`config.mk`:
```
export PLATFORM = sky130hd
export DESIGN_NAME = fifo_rgb565_reader_flat
export DESIGN_NICKNAME = d
export VERILOG_FILES = /design/src/rtl/fifo_rgb565_reader_pkg.sv /design/src/rtl/fifo_rgb565_reader_if.sv /design/src/rtl/fifo_rgb565_reader_pix_skid2.sv /design/src/rtl/fifo_rgb565_reader.sv /design/src/flat_wrapper.sv
export SDC_FILE = /design/constraint.sdc
export NUM_CORES = 1
export LEC_CHECK = 0
export CAP_MARGIN = 25
export CORE_UTILIZATION = 35
export CTS_CLUSTER_SIZE = 10
export DETAILED_ROUTE_END_ITERATION = 10
export MAX_ROUTING_LAYER = met4
export PLACE_DENSITY_LB_ADDON = 0.08
export SYNTH_ARGS = -nofsm -noshare
export SYNTH_HDL_FRONTEND = slang
export SYNTH_SLANG_ARGS = --single-unit
```
`constraint.sdc`:
```
create_clock -name clk -period 2 [get_ports clk]
set_input_delay 0.4 -clock clk [delete_from_list [all_inputs] [get_ports clk]]
set_output_delay 0.4 -clock clk [all_outputs]
set_load 0.02 [all_outputs]
```
`src/rtl/fifo_rgb565_reader_pkg.sv`:
```
// pixel_pkg: types and constants shared by the camera byte-FIFO reader.
// Holds the RGB565 field widths, the default frame geometry, the byte-phase
// enum and the tag struct that travels with every pixel through the skid buffer.
// No ports: this is a package.
package pixel_pkg;

    localparam int R_W   = 5;
    localparam int G_W   = 6;
    localparam int B_W   = 5;
    localparam int PIX_W = R_W + G_W + B_W;

    localparam int H_ACTIVE_DEF = 640;
    localparam int V_ACTIVE_DEF = 480;
    localparam int X_W_DEF      = 10;
    localparam int Y_W_DEF      = 9;

    // Which half of a pixel the next captured byte belongs to.
    typedef enum logic {
        PH_HI = 1'b0,
        PH_LO = 1'b1
    } phase_t;

    // One pixel plus its coordinates and frame markers.
    typedef struct packed {
        logic [PIX_W-1:0]   data;
        logic [X_W_DEF-1:0] x;
        logic [Y_W_DEF-1:0] y;
        logic               sof;
        logic               eol;
        logic               eof;
    } pix_tag_t;

endpackage

```
`src/rtl/fifo_rgb565_reader_if.sv`:
```
// fifo_rgb565_reader_if: tagged RGB565 pixel stream (valid/ready).
// Signals: pix_valid / pix_ready handshake, pix_data (RGB565), pix_x / pix_y
// coordinates, pix_sof / pix_eol / pix_eof frame markers.
// master = pixel source (the reader), slave = downstream consumer.
interface fifo_rgb565_reader_if import pixel_pkg::*; #(
    parameter int X_W = X_W_DEF,
    parameter int Y_W = Y_W_DEF
);
    logic             pix_valid;
    logic             pix_ready;
    logic [PIX_W-1:0] pix_data;
    logic [X_W-1:0]   pix_x;
    logic [Y_W-1:0]   pix_y;
    logic             pix_sof;
    logic             pix_eol;
    logic             pix_eof;

    modport master (
        output pix_valid, pix_data, pix_x, pix_y, pix_sof, pix_eol, pix_eof,
        input  pix_ready
    );

    modport slave (
        input  pix_valid, pix_data, pix_x, pix_y, pix_sof, pix_eol, pix_eof,
        output pix_ready
    );
endinterface

```
`src/rtl/fifo_rgb565_reader_pix_skid2.sv`:
```
// pix_skid2: two-entry valid/ready buffer holding pixel tags.
// Ports: clk, rst (async active-low), push/din (write side, caller guarantees
// room), ready (downstream accept), valid/dout (head entry), occ (0..2 entries,
// used by the reader's read-credit calculation).
module pix_skid2 import pixel_pkg::*; (
    input  logic     clk,
    input  logic     rst,
    input  logic     push,
    input  pix_tag_t din,
    input  logic     ready,
    output logic     valid,
    output pix_tag_t dout,
    output logic [1:0] occ
);

    pix_tag_t   ent0;
    pix_tag_t   ent1;
    logic [1:0] count;
    logic       pop;

    assign pop   = (count != 2'd0) && ready;
    assign valid = (count != 2'd0);
    assign dout  = ent0;
    assign occ   = count;

    // ent0 is always the head; a pop shifts ent1 forward so the head never
    // changes while the consumer is stalling.
    always_ff @(posedge clk or negedge rst) begin
        if (!rst) begin
            ent0  <= '0;
            ent1  <= '0;
            count <= 2'd0;
        end else begin
            case ({push, pop})
                2'b10: begin
                    if (count == 2'd0) begin
                        ent0 <= din;
                    end else if (count == 2'd1) begin
                        ent1 <= din;
                    end
                    if (count != 2'd2) begin
                        count <= count + 2'd1;
                    end
                end
                2'b01: begin
                    ent0  <= ent1;
                    count <= count - 2'd1;
                end
                2'b11: begin
                    if (count == 2'd1) begin
                        ent0 <= din;
                    end else begin
                        ent0 <= ent1;
                        ent1 <= din;
                    end
                end
                default: begin
                end
            endcase
        end
    end

endmodule

```
`src/rtl/fifo_rgb565_reader.sv`:
```
// fifo_rgb565_reader: drains the 8-bit camera byte FIFO, pairs bytes into
// RGB565 pixels (high byte first), tags them with x/y and sof/eol/eof, and
// offers them on a valid/ready stream.
// Ports: clk, rst (async active-low), frame_sync (1-cycle frame start pulse),
// fifo_empty / fifo_do / fifo_re (FIFO read side, data one cycle after re),
// drop_cnt (bytes discarded by frame_sync, saturating), pix (pixel stream).
module fifo_rgb565_reader import pixel_pkg::*; #(
    parameter int H_ACTIVE = H_ACTIVE_DEF,
    parameter int V_ACTIVE = V_ACTIVE_DEF,
    parameter int X_W      = X_W_DEF,
    parameter int Y_W      = Y_W_DEF
) (
    input  logic        clk,
    input  logic        rst,
    input  logic        frame_sync,
    input  logic        fifo_empty,
    input  logic [7:0]  fifo_do,
    output logic        fifo_re,
    output logic [15:0] drop_cnt,
    fifo_rgb565_reader_if.master pix
);

    phase_t         phase;
    phase_t         phase_next;
    logic           rd_q;
    logic [7:0]     hi_reg;
    logic [X_W-1:0] x_cnt;
    logic [Y_W-1:0] y_cnt;
    logic           push;
    pix_tag_t       push_tag;
    pix_tag_t       head;
    logic           out_valid;
    logic [1:0]     occ;
    logic           pop;
    logic           inflight;
    logic           next_lo;
    logic [2:0]     credit_need;
    logic           at_eol;
    logic           at_last_line;
    logic [1:0]     drop_inc;
    logic [16:0]    drop_sum;

    assign at_eol       = (x_cnt == X_W'(H_ACTIVE - 1));
    assign at_last_line = (y_cnt == Y_W'(V_ACTIVE - 1));
    assign pop          = out_valid && pix.pix_ready;

    // Byte phase register.
    always_ff @(posedge clk or negedge rst) begin
        if (!rst) begin
            phase <= PH_HI;
        end else begin
            phase <= phase_next;
        end
    end

    // Phase advance and pixel push; frame_sync throws away whatever byte is
    // returning and restarts on a high byte.
    always_comb begin
        phase_next = phase;
        push       = 1'b0;
        if (frame_sync) begin
            phase_next = PH_HI;
        end else if (rd_q) begin
            if (phase == PH_HI) begin
                phase_next = PH_LO;
            end else begin
                phase_next = PH_HI;
                push       = 1'b1;
            end
        end
    end

    // Read credit: count buffer slots already owned (stored entries, a LO byte
    // on its way back, and the byte we would issue now if it completes a pixel)
    // against the two-entry buffer, crediting a same-cycle pop. The byte being
    // issued is the opposite phase of a returning byte, else the current phase.
    always_comb begin
        inflight    = rd_q && (phase == PH_LO);
        next_lo     = rd_q ? (phase == PH_HI) : (phase == PH_LO);
        credit_need = {1'b0, occ} + {2'b00, inflight} + {2'b00, next_lo};
        fifo_re     = rst && !fifo_empty && !frame_sync &&
                      (credit_need <= (3'd2 + {2'b00, pop}));
    end

    // Tag and saturating drop-count arithmetic.
    always_comb begin
        push_tag.data = {hi_reg, fifo_do};
        push_tag.x    = X_W_DEF'(x_cnt);
        push_tag.y    = Y_W_DEF'(y_cnt);
        push_tag.sof  = (x_cnt == '0) && (y_cnt == '0);
        push_tag.eol  = at_eol;
        push_tag.eof  = at_eol && at_last_line;
        drop_inc      = {1'b0, rd_q} + {1'b0, (phase == PH_LO)};
        drop_sum      = {1'b0, drop_cnt} + {15'd0, drop_inc};
    end

    // Read pipeline, high-byte hold, coordinates and drop counter.
    always_ff @(posedge clk or negedge rst) begin
        if (!rst) begin
            rd_q     <= 1'b0;
            hi_reg   <= 8'd0;
            x_cnt    <= '0;
            y_cnt    <= '0;
            drop_cnt <= 16'd0;
        end else begin
            rd_q <= fifo_re;
            if (!frame_sync && rd_q && (phase == PH_HI)) begin
                hi_reg <= fifo_do;
            end
            if (frame_sync) begin
                x_cnt    <= '0;
                y_cnt    <= '0;
                drop_cnt <= drop_sum[16] ? 16'hFFFF : drop_sum[15:0];
            end else if (push) begin
                if (at_eol) begin
                    x_cnt <= '0;
                    y_cnt <= at_last_line ? '0 : (y_cnt + Y_W'(1));
                end else begin
                    x_cnt <= x_cnt + X_W'(1);
                end
            end
        end
    end

    pix_skid2 u_skid (
        .clk   (clk),
        .rst   (rst),
        .push  (push),
        .din   (push_tag),
        .ready (pix.pix_ready),
        .valid (out_valid),
        .dout  (head),
        .occ   (occ)
    );

    assign pix.pix_valid = out_valid;
    assign pix.pix_data  = head.data;
    assign pix.pix_x     = X_W'(head.x);
    assign pix.pix_y     = Y_W'(head.y);
    assign pix.pix_sof   = head.sof;
    assign pix.pix_eol   = head.eol;
    assign pix.pix_eof   = head.eof;

endmodule

```
`src/flat_wrapper.sv`:
```
// flat-port wrapper written by rule: the top's interface ports become plain ports
module fifo_rgb565_reader_flat import pixel_pkg::*;
#(
    parameter int H_ACTIVE = H_ACTIVE_DEF,
    parameter int V_ACTIVE = V_ACTIVE_DEF,
    parameter int X_W      = X_W_DEF,
    parameter int Y_W      = Y_W_DEF
)
  (clk, rst, frame_sync, fifo_empty, fifo_do, fifo_re, drop_cnt, pix_pix_valid, pix_pix_data, pix_pix_x, pix_pix_y, pix_pix_sof, pix_pix_eol, pix_pix_eof, pix_pix_ready);
  fifo_rgb565_reader_if #(.X_W(X_W), .Y_W(Y_W)) pix_i ();
  input  logic clk;
  input  logic rst;
  input  logic frame_sync;
  input  logic fifo_empty;
  input  logic [7:0] fifo_do;
  output logic fifo_re;
  output logic [15:0] drop_cnt;
  output wire logic [$bits(pix_i.pix_valid)-1:0] pix_pix_valid;
  output wire logic [$bits(pix_i.pix_data)-1:0] pix_pix_data;
  output wire logic [$bits(pix_i.pix_x)-1:0] pix_pix_x;
  output wire logic [$bits(pix_i.pix_y)-1:0] pix_pix_y;
  output wire logic [$bits(pix_i.pix_sof)-1:0] pix_pix_sof;
  output wire logic [$bits(pix_i.pix_eol)-1:0] pix_pix_eol;
  output wire logic [$bits(pix_i.pix_eof)-1:0] pix_pix_eof;
  input wire logic [$bits(pix_i.pix_ready)-1:0] pix_pix_ready;
  assign pix_pix_valid = pix_i.pix_valid;
  assign pix_pix_data = pix_i.pix_data;
  assign pix_pix_x = pix_i.pix_x;
  assign pix_pix_y = pix_i.pix_y;
  assign pix_pix_sof = pix_i.pix_sof;
  assign pix_pix_eol = pix_i.pix_eol;
  assign pix_pix_eof = pix_i.pix_eof;
  assign pix_i.pix_ready = pix_pix_ready;
  fifo_rgb565_reader #(.H_ACTIVE(H_ACTIVE), .V_ACTIVE(V_ACTIVE), .X_W(X_W), .Y_W(Y_W)) u_core (.clk(clk), .rst(rst), .frame_sync(frame_sync), .fifo_empty(fifo_empty), .fifo_do(fifo_do), .fifo_re(fifo_re), .drop_cnt(drop_cnt), .pix(pix_i));
endmodule
```
Yosys cells after proc, flatten, opt, wreduce, memory -nomap -nowiden
Cells that the tools add are included.
- output and inout port bits: 56
- bits of input ports: 13
- bits in registers: 123
- word-level logic and storage cells: 89
- reductions and logical operators: 25
- eq/ne operators: 11
- bitwise operators: 1
- magnitude comparators: 1
- $add $sub $neg: 9
- multiplexer cells: 23
- operators with widths (kind ; count):
    $mux W38 ; 4
    $pmux W38 S3 ; 1
    $pmux W38 S2 ; 1
    $mux W9 ; 4
    $mux W10 ; 3
    $add A16 B2 Y17 ; 1
    $mux W16 ; 1
    $reduce_bool A2 Y1 ; 6
    $add A10 B1 Y10 const B ; 1
    $eq A10 B10 Y1 const B ; 1
    $logic_not A10 Y1 ; 1
    $ne A2 B2 Y1 const B ; 5
    $add A9 B1 Y9 const B ; 1
    $eq A9 B9 Y1 const B ; 1
    $logic_and A1 B1 Y1 ; 9
    $logic_not A9 Y1 ; 1
    $mux W1 ; 7
    $reduce_and A2 Y1 ; 3
    $eq A2 B1 Y1 const B ; 2
    $eq A2 B2 Y1 const B ; 2
    $pmux W2 S2 ; 1
    $add A2 B1 Y3 ; 1
    $add A2 B1 Y3 const A ; 1
    $add A3 B1 Y3 ; 1
    other kinds (10) ; 11

Logic depth before layout (Yosys ltp)
- word-level depth: 6
- gate-level depth with buffers: 9
- gate-level depth less buffers: 8

By module
Synthesis repeated with hierarchy kept, for this count alone.
- cells, all modules: 517
- area total of the unflattened synthesis: 5846.9 µm²
- modules (own cells, without submodules) (module ; instances ; cells each ; area each (µm²) ; sequential area each (µm²)):
    pix_skid2 ; 1 ; 270 ; 3379.5 ; 1951.9
    fifo_rgb565_reader ; 1 ; 247 ; 2467.4 ; 1126.1

Worst setup path after synthesis
Ideal clock, no wire load.
- kind: register -> output
- start: register u_core.phase
- end: output fifo_re
- setup slack: -586 ps
- cell stages (with the launch flop): 7
- path buffers: 0
- data required time: 1600 ps
- arrival: 2186 ps
- path through: dfrtp_1 -> ha_1 -> fa_1 -> inv_1 -> ha_1 -> nor3b_1 -> nor4_1
- longest elaborated chain between the ends: 5
- RTL lines (element ; RTL line ; text):
    from (decl) ; fifo_rgb565_reader.sv:23 ; phase_t phase;
    from (signal assigned) ; fifo_rgb565_reader.sv:52 ; phase <= phase_next;
    $logic_and A1 B1 Y1 / $not A1 Y1 (equally long branches) ; - ;
    $add A2 B1 Y3 / $mux W1 (equally long branches) ; fifo_rgb565_reader.sv:80, fifo_rgb565_reader.sv:79 ;
    $add A3 B1 Y3 (*) ; fifo_rgb565_reader.sv:80 ; credit_need = {1'b0, occ} + {2'b00, inflight} + {2'b00, next_lo};
    $le A3 B3 Y1 (*) ; fifo_rgb565_reader.sv:82 ; (credit_need <= (3'd2 + {2'b00, pop}));
    $logic_and A1 B1 Y1 (*) ; fifo_rgb565_reader.sv:81 ; fifo_re = rst && !fifo_empty && !frame_sync &&
    to (decl) ; flat_wrapper.sv:16 ; output logic fifo_re;
Mark *: on every way between the ends. The rest lies on a longest branch, timed or not.

Final worst setup path
Ends and elaborated chain as after synthesis.

==> impl_metrics.tcl <==
set metrics [dict create \
    outcome "complete, but fails checks" \
    violations "setup timing" \
    viasPerCell 5.02 \
    cts_max_path_buffers 2 \
    grt_setup_unrepaired "true" \
    synth_seq_cells 123 \
    setup_viol 1 \
    cp.arrival_ns 2.25 \
    cts_tree "done" \
    n_antenna_cell 0 \
    place.gp.congestion 0.787 \
    cp.required_ns 1.60 \
    initial_core_util 0.359 \
    area_growth_pct 35.5 \
    fin_crit_ns 2.65 \
    power_density_nw_per_um2 1050 \
    setup_ws_ns -0.655 \
    clk_transition_reported_paths_ns 0.05 \
    ys_types 51 \
    finClkSkew_ns 0.00842 \
    crit_path_frequent_cell "ha_4" \
    postSynth.asyncResetShare 1.00 \
    fin_crit_sh 1.33 \
    crit_buf_inv 2 \
    place_inst 793 \
    die_area_um2 16800 \
    syn-instance-count 492 \
    die_w_um 130 \
    dieHeight_um 130 \
    end_kind "output port" \
    overflow 0 \
    worstMarginPinSlew_ns 0.705 \
    yosysWarnings 0 \
    slowest_stage "fa_1" \
    rrSetupSlack_ns 0.04 \
    cts-root-buf "clkbuf_16" \
    maxCapViolCount 0 \
    ff2ff_path_depth 8 \
    io_pins 69 \
    post_drt_wl_per_cell_um 16.3 \
    crit_path_max_incr_delay_ns 0.47 \
    slew_viol_final 0 \
    cp_top_family "adder cells" \
    cts_buffers 17 \
    synth-edff-count 0 \
    ant_nets 0 \
    grt_max_degree 124 \
    layout.cells.non_filler 832 \
    finalInstanceArea_um2 7720 \
    grt.total_usage 0.176 \
    holdWs_ns 0.0569 \
    syn_area_um2 5700 \
    fillers 1491 \
    cts_sinks 123 \
    drt_wl_total_um 13600 \
    core_um2 15900 \
    nNetsFinal 629 \
    htree_num_levels 4 \
    vias 4180 \
    critPathKind "reg2out" \
    ys_seq_area_frac 0.540 \
    numPortBuffers 68 \
    grt_pass1_vias 4124 \
    cp_max_fo 2 \
    reg2reg_from "u_core.u_skid.occ[0]$_DFFE_PN0P_" \
    grt_pass1_wl_um 21900 \
    antenna_found_initial 0 \
    post-place-ws_ns -0.678 \
    syn_avg_cell_area_um2 11.6 \
    path_cells "ha_4 -> fa_1 -> inv_1 -> ha_4 -> nor3b_4 -> nor4_4 -> buf_4" \
    max_freq_mhz 377 \
    std_cell_rows 46 \
    r2r_end "u_core.u_skid.ent1[34]$_DFFE_PN0P_" \
    drc 0 \
    worstSkewPairLatency_ns 0.42 \
    drive_above_1_share 0.271 \
    syn_nets 518 \
    hpwl_um 8700 \
    maxSlewHeadroom 0.530 \
    vdd_drop_max_uv 555 \
    p_leak_uw 0.00367 \
    synth_ff_type "dfrtp_1" \
    start_kind "flop" \
    timing.final.hold_violations 0 \
    first_pass_iters 5 \
    drtIter0Drc 256 \
    postPlaceCellArea_um2 6910 \
    min_path_type "in2async" \
]
## placed cells by master, fill, tap and decap left out, types with 3 or more instances in the layout
| master | n |
|---|---|
| clkinv_2 | 3 |
| xor2_1 | 12 |
| clkbuf_8 | 3 |
| o21ai_0 | 15 |
| clkinvlp_4 | 3 |
| and4_1 | 4 |
| nor3_1 | 9 |
| ha_4 | 4 |
| nor2_4 | 3 |
| clkdlybuf4s50_1 | 64 |
| a222oi_1 | 30 |
| buf_6 | 7 |
| ha_1 | 7 |
| inv_6 | 3 |
| nand2b_1 | 5 |
| nor4_1 | 4 |
| nand2_1 | 41 |
| xnor2_1 | 9 |
| buf_12 | 5 |
| mux2i_1 | 6 |
| a21oi_4 | 3 |
| clkbuf_16 | 20 |
| mux2_2 | 48 |
| inv_1 | 45 |
| nand4_1 | 9 |
| buf_4 | 41 |
| a21oi_1 | 13 |
| dfrtp_1 | 122 |
| nor2_1 | 15 |
| nand3_1 | 15 |
| clkinv_4 | 3 |
## how the worst max path moves through the flow
stage / startpoint / endpoint / slack, ns / cells after the start
after floorplan: u_core.rd_q$_DFF_PN0_ / fifo_re / -0.16 / 6
after global placement: u_core.rd_q$_DFF_PN0_ / fifo_re / -0.65 / 7
after detailed placement: u_core.rd_q$_DFF_PN0_ / fifo_re / -0.68 / 7
after CTS: u_core.phase$_DFFE_PN0P_ / fifo_re / -0.74 / 7
after global routing: u_core.phase$_DFFE_PN0P_ / fifo_re / -0.74 / 7
final: u_core.phase$_DFFE_PN0P_ / fifo_re / -0.65 / 7
## layer usage
layer / wire length, µm / track usage / vias up
met1: 6630 / 0.239 / 2074
met3: 517 / 0.0396 / 17
met5: 0 / - / -
met4: 182 / 0.0691 / 0
met2: 6240 / 0.253 / 84
li1: - / - / 2005
## repair_timing
item,CTS,global route
gates cloned,0,4
hold buffers,0,0
pin swaps,3,7
endpoints found under the hold margin,0,0
gates resized for setup,18,24
setup buffers,2,1
endpoints found under the setup margin,16,75
## cell families (layout without fill, tap and decap cells)
kind of cell / after synthesis / in the layout / share of synthesized area
AOI/OAI and AO/OA: 73 / 73 / 0.0982
and+or+nand+nor: 133 / 133 / 0.128
xor gates and xnor gates: 21 / 21 / 0.0323
adders and majority gates: 13 / 13 / 0.0312
DFF: 123 / 123 / 0.540
buffers and inverters: 75 / 199 / 0.0644
muxes: 54 / 54 / 0.105
## stage by stage
step                      power (µW)   util  setup TNS (ns)
after CTS                       8100  0.473          -0.878
final                           8130  0.486          -0.655
after floorplan                 4200      -          -0.160
after global routing            8600  0.486          -0.945
after detailed placement        5170  0.435          -21.56
after global placement          5120  0.435          -21.11
## synth_stat cells (all sizes together) (2+ instances only)
| cell | instances | area (µm²) |
|---|---|---|
| a21oi | 16 | 80.1 |
| a222oi | 30 | 300 |
| a41oi | 2 | 17.5 |
| and3 | 6 | 41.3 |
| and4 | 4 | 35.0 |
| buf | 21 | 134 |
| clkbuf | 8 | 60.1 |
| dfrtp | 123 | 3080 |
| fa | 2 | 40.0 |
| ha | 11 | 138 |
| inv | 46 | 173 |
| mux2 | 48 | 541 |
| mux2i | 6 | 60.1 |
| nand2 | 41 | 154 |
| nand2b | 6 | 45.0 |
| nand3 | 17 | 97.6 |
| nand4 | 9 | 56.3 |
| nand4b | 2 | 23.8 |
| nor2 | 18 | 67.6 |
| nor3 | 11 | 60.1 |
| nor3b | 2 | 26.3 |
| nor4 | 7 | 43.8 |
| o21ai | 15 | 75.1 |
| o32ai | 2 | 17.5 |
| or4 | 2 | 15.0 |
| or4b | 2 | 20.0 |
| xnor2 | 9 | 78.8 |
| xor2 | 12 | 105 |
## where the power goes
| group | internal, µW | switching (µW) |
|---|---|---|
| Combinational | 1070 | 1090 |
| Clock | 1690 | 1150 |
| Sequential | 2860 | 280 |
## cell type report
class / instances / area (µm²) / share of cell area
Clock buffer: 20 / 467 / 0.0605
Clock inverter: 12 / 90.1 / 0.0117
Inverter: 46 / 173 / 0.0224
Multi-Input combinational cell: 294 / 2430 / 0.314
Sequential cell: 123 / 3080 / 0.399
Tap cell: 216 / 270 / 0.0350
Timing Repair Buffer: 121 / 1210 / 0.157
(Power assumes the default switching activity.)
